### src/rtl/hssi_mac_xcvr_reset_seq.sv
// ---------------------------------------------------------------------------
// hssi_mac_xcvr_reset_seq
//
// MAC-side transceiver bring-up sequencer. It walks the FIU transceiver
// through a fixed sequence:
//   full reset -> init handshake -> TX PLL lock -> TX digital release
//   -> RX CDR lock -> RX digital release -> link up.
// Lock loss and lock timeouts trigger automatic recovery. Every recovery
// event is counted in a saturating retry counter.
//
// Ports
//   clk, reset              : clock and synchronous active-high reset
//   restart                 : one-cycle request to re-run the whole sequence
//   loopback_en             : serial loopback request, registered per lane
//   f2m_init_done           : FIU init handshake complete
//   f2m_tx_pll_locked       : TX PLL lock
//   f2m_tx_cal_busy         : TX calibration in progress
//   f2m_rx_cal_busy         : RX calibration in progress
//   f2m_rx_is_lockedtodata  : per-lane CDR lock
//   m2f_init_start          : init request to the FIU
//   m2f_tx/rx_*reset        : per-lane resets (always all-ones or all-zeros)
//   m2f_rx_seriallpbken     : per-lane serial loopback enable
//   m2f_rx_set_lockto*      : CDR mode forcing, tied low (automatic mode)
//   xcvr_ready              : link up, all resets released
//   seq_state               : current state encoding
//   retry_cnt               : saturating count of recovery events
// ---------------------------------------------------------------------------
module hssi_mac_xcvr_reset_seq #(
    parameter int NUM_LN              = 4,
    parameter int ANALOG_RST_CYCLES   = 32,
    parameter int LOCK_STABLE_CYCLES  = 256,
    parameter int LOCK_TIMEOUT_CYCLES = 65536
) (
    input  logic              clk,
    input  logic              reset,
    input  logic              restart,
    input  logic              loopback_en,
    input  logic              f2m_init_done,
    input  logic              f2m_tx_pll_locked,
    input  logic              f2m_tx_cal_busy,
    input  logic              f2m_rx_cal_busy,
    input  logic [NUM_LN-1:0] f2m_rx_is_lockedtodata,
    output logic              m2f_init_start,
    output logic [NUM_LN-1:0] m2f_tx_analogreset,
    output logic [NUM_LN-1:0] m2f_tx_digitalreset,
    output logic [NUM_LN-1:0] m2f_rx_analogreset,
    output logic [NUM_LN-1:0] m2f_rx_digitalreset,
    output logic [NUM_LN-1:0] m2f_rx_seriallpbken,
    output logic [NUM_LN-1:0] m2f_rx_set_locktoref,
    output logic [NUM_LN-1:0] m2f_rx_set_locktodata,
    output logic              xcvr_ready,
    output logic [2:0]        seq_state,
    output logic [7:0]        retry_cnt
);

    localparam logic [2:0] S_RST_ALL = 3'd0;
    localparam logic [2:0] S_INIT    = 3'd1;
    localparam logic [2:0] S_TX_PLL  = 3'd2;
    localparam logic [2:0] S_TX_DIG  = 3'd3;
    localparam logic [2:0] S_RX_CDR  = 3'd4;
    localparam logic [2:0] S_RX_DIG  = 3'd5;
    localparam logic [2:0] S_UP      = 3'd6;
    localparam logic [2:0] S_RX_RST  = 3'd7;

    // The shared counter must reach the larger of the two dwell limits.
    localparam int CNT_MAX = (LOCK_TIMEOUT_CYCLES > ANALOG_RST_CYCLES) ?
                             LOCK_TIMEOUT_CYCLES : ANALOG_RST_CYCLES;
    localparam int CNT_W   = $clog2(CNT_MAX + 1);
    localparam int QCNT_W  = $clog2(LOCK_STABLE_CYCLES + 1);

    // Compare against the value held during the last cycle of the dwell,
    // so the state lasts exactly N cycles.
    localparam logic [CNT_W-1:0]  ARST_LAST = CNT_W'(ANALOG_RST_CYCLES - 1);
    localparam logic [CNT_W-1:0]  TMO_LAST  = CNT_W'(LOCK_TIMEOUT_CYCLES - 1);
    localparam logic [CNT_W-1:0]  CNT_SAT   = CNT_W'(CNT_MAX);
    localparam logic [QCNT_W-1:0] QCNT_SAT  = QCNT_W'(LOCK_STABLE_CYCLES);

    logic [2:0]        state_q, state_d;
    logic [CNT_W-1:0]  cnt_q, cnt_d;
    logic [QCNT_W-1:0] qcnt_q, qcnt_d;
    logic [7:0]        retry_q, retry_d;
    logic [NUM_LN-1:0] lpbk_q;

    logic              lock_cond;
    logic [QCNT_W-1:0] qcnt_inc;
    logic [QCNT_W-1:0] qcnt_nxt;
    logic              lock_ok;
    logic              arst_done;
    logic              tmo;
    logic              retry_evt;
    logic              clr_cnt;

    logic tx_a_rst, tx_d_rst, rx_a_rst, rx_d_rst;

    // ------------------------------------------------------------------
    // Lock qualification: the state's lock condition must hold for
    // LOCK_STABLE_CYCLES consecutive cycles. The transition fires in the
    // cycle whose increment reaches the limit.
    // ------------------------------------------------------------------
    always_comb begin
        lock_cond = 1'b0;
        case (state_q)
            S_TX_PLL: lock_cond = f2m_tx_pll_locked & ~f2m_tx_cal_busy;
            S_RX_CDR: lock_cond = f2m_tx_pll_locked & ~f2m_rx_cal_busy &
                                  (&f2m_rx_is_lockedtodata);
            default:  lock_cond = 1'b0;
        endcase

        qcnt_inc  = (qcnt_q == QCNT_SAT) ? QCNT_SAT : qcnt_q + QCNT_W'(1);
        qcnt_nxt  = lock_cond ? qcnt_inc : '0;
        lock_ok   = lock_cond && (qcnt_inc == QCNT_SAT);
        arst_done = (cnt_q == ARST_LAST);
        tmo       = (cnt_q == TMO_LAST);
    end

    // ------------------------------------------------------------------
    // Next-state logic
    // ------------------------------------------------------------------
    always_comb begin
        state_d   = state_q;
        retry_evt = 1'b0;

        case (state_q)
            S_RST_ALL: if (arst_done) state_d = S_INIT;

            // No timeout here: the FIU owns the length of its init phase.
            S_INIT:    if (f2m_init_done) state_d = S_TX_PLL;

            // A lock that qualifies in the same cycle as the timeout wins.
            S_TX_PLL: begin
                if (lock_ok) begin
                    state_d = S_TX_DIG;
                end else if (tmo) begin
                    state_d   = S_RST_ALL;
                    retry_evt = 1'b1;
                end
            end

            S_TX_DIG:  state_d = S_RX_CDR;

            S_RX_CDR: begin
                if (lock_ok) begin
                    state_d = S_RX_DIG;
                end else if (tmo) begin
                    state_d   = S_RX_RST;
                    retry_evt = 1'b1;
                end
            end

            S_RX_DIG:  state_d = S_UP;

            // PLL loss means the TX side is gone too, so it takes priority.
            S_UP: begin
                if (!f2m_tx_pll_locked) begin
                    state_d   = S_RST_ALL;
                    retry_evt = 1'b1;
                end else if (!(&f2m_rx_is_lockedtodata)) begin
                    state_d   = S_RX_RST;
                    retry_evt = 1'b1;
                end
            end

            S_RX_RST: begin
                if (!f2m_tx_pll_locked) begin
                    state_d   = S_RST_ALL;
                    retry_evt = 1'b1;
                end else if (arst_done) begin
                    state_d = S_RX_CDR;
                end
            end

            default: state_d = S_RST_ALL;
        endcase

        // restart overrides everything and is not a recovery event.
        if (restart) begin
            state_d   = S_RST_ALL;
            retry_evt = 1'b0;
        end

        // restart also clears the counters when already in RST_ALL.
        clr_cnt = restart || (state_d != state_q);

        if (clr_cnt) begin
            cnt_d  = '0;
            qcnt_d = '0;
        end else begin
            cnt_d  = (cnt_q == CNT_SAT) ? CNT_SAT : cnt_q + CNT_W'(1);
            qcnt_d = qcnt_nxt;
        end

        retry_d = (retry_evt && (retry_q != 8'hFF)) ? retry_q + 8'd1 : retry_q;
    end

    always_ff @(posedge clk) begin
        if (reset) begin
            state_q <= S_RST_ALL;
            cnt_q   <= '0;
            qcnt_q  <= '0;
            retry_q <= '0;
            lpbk_q  <= '0;
        end else begin
            state_q <= state_d;
            cnt_q   <= cnt_d;
            qcnt_q  <= qcnt_d;
            retry_q <= retry_d;
            lpbk_q  <= {NUM_LN{loopback_en}};
        end
    end

    // ------------------------------------------------------------------
    // Moore output decode: resets release progressively as the sequence
    // advances; RX_RST re-asserts only the RX side.
    // ------------------------------------------------------------------
    always_comb begin
        tx_a_rst = 1'b1;
        tx_d_rst = 1'b1;
        rx_a_rst = 1'b1;
        rx_d_rst = 1'b1;
        case (state_q)
            S_RST_ALL, S_INIT: ;
            S_TX_PLL: tx_a_rst = 1'b0;
            S_TX_DIG: begin
                tx_a_rst = 1'b0;
                tx_d_rst = 1'b0;
            end
            S_RX_CDR: begin
                tx_a_rst = 1'b0;
                tx_d_rst = 1'b0;
                rx_a_rst = 1'b0;
            end
            S_RX_DIG, S_UP: begin
                tx_a_rst = 1'b0;
                tx_d_rst = 1'b0;
                rx_a_rst = 1'b0;
                rx_d_rst = 1'b0;
            end
            S_RX_RST: begin
                tx_a_rst = 1'b0;
                tx_d_rst = 1'b0;
            end
            default: ;
        endcase
    end

    assign m2f_init_start        = (state_q == S_INIT);
    assign xcvr_ready            = (state_q == S_UP);
    assign m2f_tx_analogreset    = {NUM_LN{tx_a_rst}};
    assign m2f_tx_digitalreset   = {NUM_LN{tx_d_rst}};
    assign m2f_rx_analogreset    = {NUM_LN{rx_a_rst}};
    assign m2f_rx_digitalreset   = {NUM_LN{rx_d_rst}};
    assign m2f_rx_seriallpbken   = lpbk_q;
    assign m2f_rx_set_locktoref  = '0;
    assign m2f_rx_set_locktodata = '0;
    assign seq_state             = state_q;
    assign retry_cnt             = retry_q;

endmodule

### config.mk
export PLATFORM = sky130hd
export DESIGN_NAME = hssi_mac_xcvr_reset_seq
export DESIGN_NICKNAME = d
export VERILOG_FILES = /design/src/rtl/hssi_mac_xcvr_reset_seq.sv
export SDC_FILE = /design/constraint.sdc
export NUM_CORES = 1
export LEC_CHECK = 0
export ABC_AREA = 1
export CORE_UTILIZATION = 51
export DETAILED_ROUTE_END_ITERATION = 16
export PLACE_DENSITY = 0.81
export SLEW_MARGIN = 20
export SYNTH_ARGS = -nofsm -noshare
export SYNTH_HDL_FRONTEND = slang
export SYNTH_SLANG_ARGS = --single-unit
### constraint.sdc
create_clock -name clk -period 3.9 [get_ports clk]
set_input_delay 0.975 -clock clk [delete_from_list [all_inputs] [get_ports clk]]
set_output_delay 0.975 -clock clk [all_outputs]
set_load 0.05 [all_outputs]
==> reports/qor.log <==
INFO  grt            gr-max-usage-layer=met2
INFO  placement      post-place-cells=421
INFO  critical_path  origin_of_the_critical_flop_to_flop_path=cnt_q[0]
INFO  sta            timing.setup.tns=0ns
INFO  worst_hold_path hold_class=reg2reg
INFO  cells_and_area num-fill-cells=399
INFO  grt            grtUsageMet1=0.220
INFO  logic_synthesis synth-main-ff-cell=sky130_fd_sc_hd__dfxtp_1
INFO  placement      place_hpwl=3540um
INFO  logic_synthesis synthDominantAreaCellType=sky130_fd_sc_hd__dfxtp_1
INFO  grt            grt_util_all_layers=0.200
INFO  floorplanning  start_util=0.530
INFO  logic_synthesis synth.top_cells.by_area=sky130_fd_sc_hd__dfxtp_1 31%, sky130_fd_sc_hd__nand2_1 8.3%, sky130_fd_sc_hd__buf_4 8.2%
INFO  grt            global_route.usage.met2=0.362
INFO  floorplanning  floorplan.die_area=5160um^2
INFO  cts            ctsLongestPathBuffers=2
INFO  floorplanning  die_h=71.8um
INFO  sta            final_hold_viol_count=0
INFO  floorplanning  ios=53
INFO  drt            detailedRoute.firstIterationViolations=113
INFO  logic_synthesis syn_area_per_cell=7.18um^2
INFO  cells_and_area final_nets=399
INFO  cells_and_area synthToLayoutAreaGrowth=19.9%
INFO  grt            globalRouteOverflowTotal=0
INFO  floorplanning  die_x=71.8um
INFO  grt            via_count_of_the_first_global_routing_pass=1888
INFO  cells_and_area multi_input_comb_area=1310um^2
INFO  sta            max_slew_margin=0.656
INFO  cts            cts_htree_levels=2
INFO  logic_synthesis synth_cell_types=34
INFO  logic_synthesis ys_ff_latch=38
INFO  cells_and_area final-instance-count-excl-fill=436
INFO  critical_path  worst_ep_arrival_time=3.64ns
INFO  drt            finalWirelength=4860um
INFO  cts            cts.reportedPaths.clkPinSlew=0.07ns
INFO  logic_synthesis post_synth_instance_area=2480um^2
INFO  job            drv_cap=0
INFO  sta            setup-violations-final=0
INFO  power_and_ir_drop peakVddDrop=0.000282V
INFO  logic_synthesis synth-warning-count=0
INFO  drt            avgViaCountPerCell=4.97
INFO  logic_synthesis post-synth-top-area-fraction=0.306
INFO  worst_hold_path worstHoldPathCells=1
INFO  sta            finClkSkew=0.00885ns
INFO  critical_path  critical_path.max_fanout=7
INFO  logic_synthesis synth-seq-area-share=0.306
INFO  drt            antenna_left=0
INFO  cells_and_area diodes=0
INFO  grt            grt_start_max_net_pins=17
INFO  grt            grt_pass1_wl=8040um
INFO  drt            drc_violations_left=0
INFO  cts            cts_tree=built
INFO  placement      gpl.final_weighted_congestion=0.803
INFO  logic_synthesis synthArstFlopShare=0
INFO  cts            cts-root-buf=sky130_fd_sc_hd__clkbuf_8
INFO  critical_path  timing.reg2reg.setup_slack=0.48ns
INFO  logic_synthesis synth-edff-count=0
INFO  critical_path  required_time_of_the_critical_path=4.12ns
INFO  cts            clkLatencyLatePin=0.29ns
INFO  worst_hold_path whs_endpoint=cnt_q[0]
INFO  grt            grt_antenna_before_repair=0
INFO  floorplanning  core=4690um^2
INFO  sta            min_period=3.42ns
INFO  cts            cts_sink_cnt=38
INFO  critical_path  rr_worst_depth=21
INFO  critical_path  criticalPathCategory=reg2reg
INFO  sta            min_period_over_period=0.876
INFO  sta            clock.fmax=293MHz
INFO  sta            fin_hold_ws=0.487ns
INFO  drt            drt-wirelength-per-cell=11.1um
INFO  sta            timing_max_transition_violations_final=0
INFO  grt            globalRouteMet3Util=0.0450
INFO  placement      io_buffers=44
INFO  critical_path  nature_of_the_critical_path_endpoint=flip-flop
INFO  critical_path  critical_path.reg2reg.endpoint=cnt_q[15]
INFO  sta            tightest_slew=0.515ns
INFO  floorplanning  placementRows=25
INFO  cts            cts_made_buffers=5
INFO  drt            routed_vias=2165
INFO  cells_and_area fraction_of_final_layout_cells_with_drive_strength_greater_than_1=0.149
INFO  critical_path  setup.worst_path.start_class=flip-flop
INFO  drt            detailedRoute.firstPassIterationCount=5
INFO  status         status=complete, no violations
INFO  worst_hold_path hold_start=cnt_q[0]
INFO  sta            unrepaired_setup_endpoints_after_global_routing=no
INFO  power_and_ir_drop power_leakage=1.22nW
INFO  cells_and_area area.sequential=761um^2
INFO  logic_synthesis gate_count_after_technology_mapping=346
INFO  power_and_ir_drop power.density_cell_area=290nW/um^2
[power by group]
group | internal, W | leakage (nW) | total (W) | switching (W)
clock network | 0.000273 | 0.0714 | 0.000407 | 0.000134
logic | 0.0000225 | 0.840 | 0.0000648 | 0.0000423
registers | 0.000389 | 0.306 | 0.000391 | 0.00000171
[through the flow]
step	power (W)	utilization	setup WS [ns]	instance area, um^2
5_1_grt	0.000896	0.635	0.0720	2980
3_3_place_gp	0.000459	0.593	0.579	2780
3_5_place_dp	0.000459	0.593	0.360	2780
6_report	0.000863	0.635	0.482	2980
4_1_cts	0.000869	0.623	0.266	2920
2_1_floorplan	0.000451	-	0.861	2510
[flip-flops by register name, indices dropped and copies added, names as in the netlist]
signal and cells:
m2f_rx_seriallpbken 1, qcnt_q 9, cnt_q 17, retry_cnt 8, seq_state 3
[critical path, cell delays in order, from the launching register on]
cell and delay [ns]:
sky130_fd_sc_hd__dfxtp_1 0.41, sky130_fd_sc_hd__ha_1 0.23, sky130_fd_sc_hd__nand4_1 0.17, sky130_fd_sc_hd__nor2_1 0.19, sky130_fd_sc_hd__inv_1 0.06, sky130_fd_sc_hd__nor3_1 0.22, sky130_fd_sc_hd__nand3_1 0.17, sky130_fd_sc_hd__nor3_2 0.18
sky130_fd_sc_hd__nand3_1 0.14, sky130_fd_sc_hd__nor3_1 0.18, sky130_fd_sc_hd__ha_1 0.25, sky130_fd_sc_hd__inv_1 0.06, sky130_fd_sc_hd__nor2_1 0.17, sky130_fd_sc_hd__nand2_2 0.09, sky130_fd_sc_hd__nand3_2 0.08, sky130_fd_sc_hd__nand2_1 0.08
sky130_fd_sc_hd__nand2_1 0.09, sky130_fd_sc_hd__nand2_2 0.07, sky130_fd_sc_hd__nor2_4 0.13, sky130_fd_sc_hd__nand3_4 0.12, sky130_fd_sc_hd__buf_4 0.18, sky130_fd_sc_hd__nor2_1 0.08
[area by class of cell]
type / instances / area share
timing repair buffer: 51 / 0.165
tap: 54 / 0.0227
inverter: 54 / 0.0684
clock inverter: 2 / 0.0202
multi-input combinational: 231 / 0.440
clock buffer: 6 / 0.0277
sequential: 38 / 0.255
[routing by layer]
layer	wire length, um	part of all wire	vias to the layer above
li1	-	-	1107
met1	2080	0.43	990
met2	2450	0.50	60
met3	228	0.047	8
met4	102	0.021	0
met5	0	0	-
[logic make-up (layout without fill, tap and decap cells)]
logic type | after synthesis | after routing | share of synthesized area
AND/OR/NAND/NOR | 176 | 176 | 0.371
buffers and inverters | 84 | 113 | 0.178
flip-flops | 38 | 38 | 0.306
AO/OA/AOI/OAI | 23 | 23 | 0.0498
XOR/XNOR | 18 | 18 | 0.0634
adder cells (fa/ha/maj) | 6 | 6 | 0.0302
other | 1 | 8 | 0.00151
[Yosys cell counts (2+ instances only)]
master,number
sky130_fd_sc_hd__ha_1,6
sky130_fd_sc_hd__buf_4,27
sky130_fd_sc_hd__nand2_2,9
sky130_fd_sc_hd__nand3_1,22
sky130_fd_sc_hd__nor2_4,13
sky130_fd_sc_hd__nand3_2,5
sky130_fd_sc_hd__nand4_1,6
sky130_fd_sc_hd__a21oi_1,7
sky130_fd_sc_hd__nor2_1,48
sky130_fd_sc_hd__inv_1,50
sky130_fd_sc_hd__xnor2_1,2
sky130_fd_sc_hd__nor2_2,4
sky130_fd_sc_hd__inv_2,3
sky130_fd_sc_hd__o21ai_0,12
sky130_fd_sc_hd__dfxtp_1,38
sky130_fd_sc_hd__nor3_2,2
sky130_fd_sc_hd__xor2_1,16
sky130_fd_sc_hd__nor3_1,6
sky130_fd_sc_hd__nand2_1,55
[worst max-delay path by stage]
stage | slack (ns) | depth (start not counted) | to | start
finish | 0.48 | 21 | cnt_q[15] | cnt_q[0]
global route | 0.07 | 21 | cnt_q[15] | cnt_q[0]
CTS | 0.27 | 20 | cnt_q[10] | cnt_q[0]
detailed placement | 0.36 | 20 | cnt_q[15] | cnt_q[0]
global placement | 0.58 | 20 | cnt_q[9] | cnt_q[0]
floorplan | 0.86 | 21 | cnt_q[5] | cnt_q[0]
[repair_timing]
action / CTS / global route
setup buffers: 0 / 7
hold buffers: 0 / 0
setup endpoints to repair: 0 / 20
gates resized for setup: 0 / 1
[layout by cell type, fill, tap and decap left out, types with 2 or more instances in the layout]
cell type	synthesis	final
sky130_fd_sc_hd__nand3_2	5	5
sky130_fd_sc_hd__ha_1	6	6
sky130_fd_sc_hd__conb_1	1	8
sky130_fd_sc_hd__o21ai_0	12	12
sky130_fd_sc_hd__nand2_1	55	55
sky130_fd_sc_hd__nor2_2	4	4
sky130_fd_sc_hd__clkdlybuf4s50_1	0	44
sky130_fd_sc_hd__xnor2_1	2	2
sky130_fd_sc_hd__inv_1	50	50
sky130_fd_sc_hd__clkbuf_8	0	6
sky130_fd_sc_hd__nand4_1	6	6
sky130_fd_sc_hd__a21oi_1	7	7
sky130_fd_sc_hd__nor2_4	13	13
sky130_fd_sc_hd__nor2_1	48	48
sky130_fd_sc_hd__dfxtp_1	38	38
sky130_fd_sc_hd__nor3_1	6	5
sky130_fd_sc_hd__xor2_1	16	16
sky130_fd_sc_hd__inv_2	3	3
sky130_fd_sc_hd__bufinv_16	0	2
sky130_fd_sc_hd__nor3_2	2	3
sky130_fd_sc_hd__nand3_1	22	22
sky130_fd_sc_hd__buf_4	27	7
sky130_fd_sc_hd__nand2_2	9	9
No activity file was read; power rests on OpenSTA's default activity.
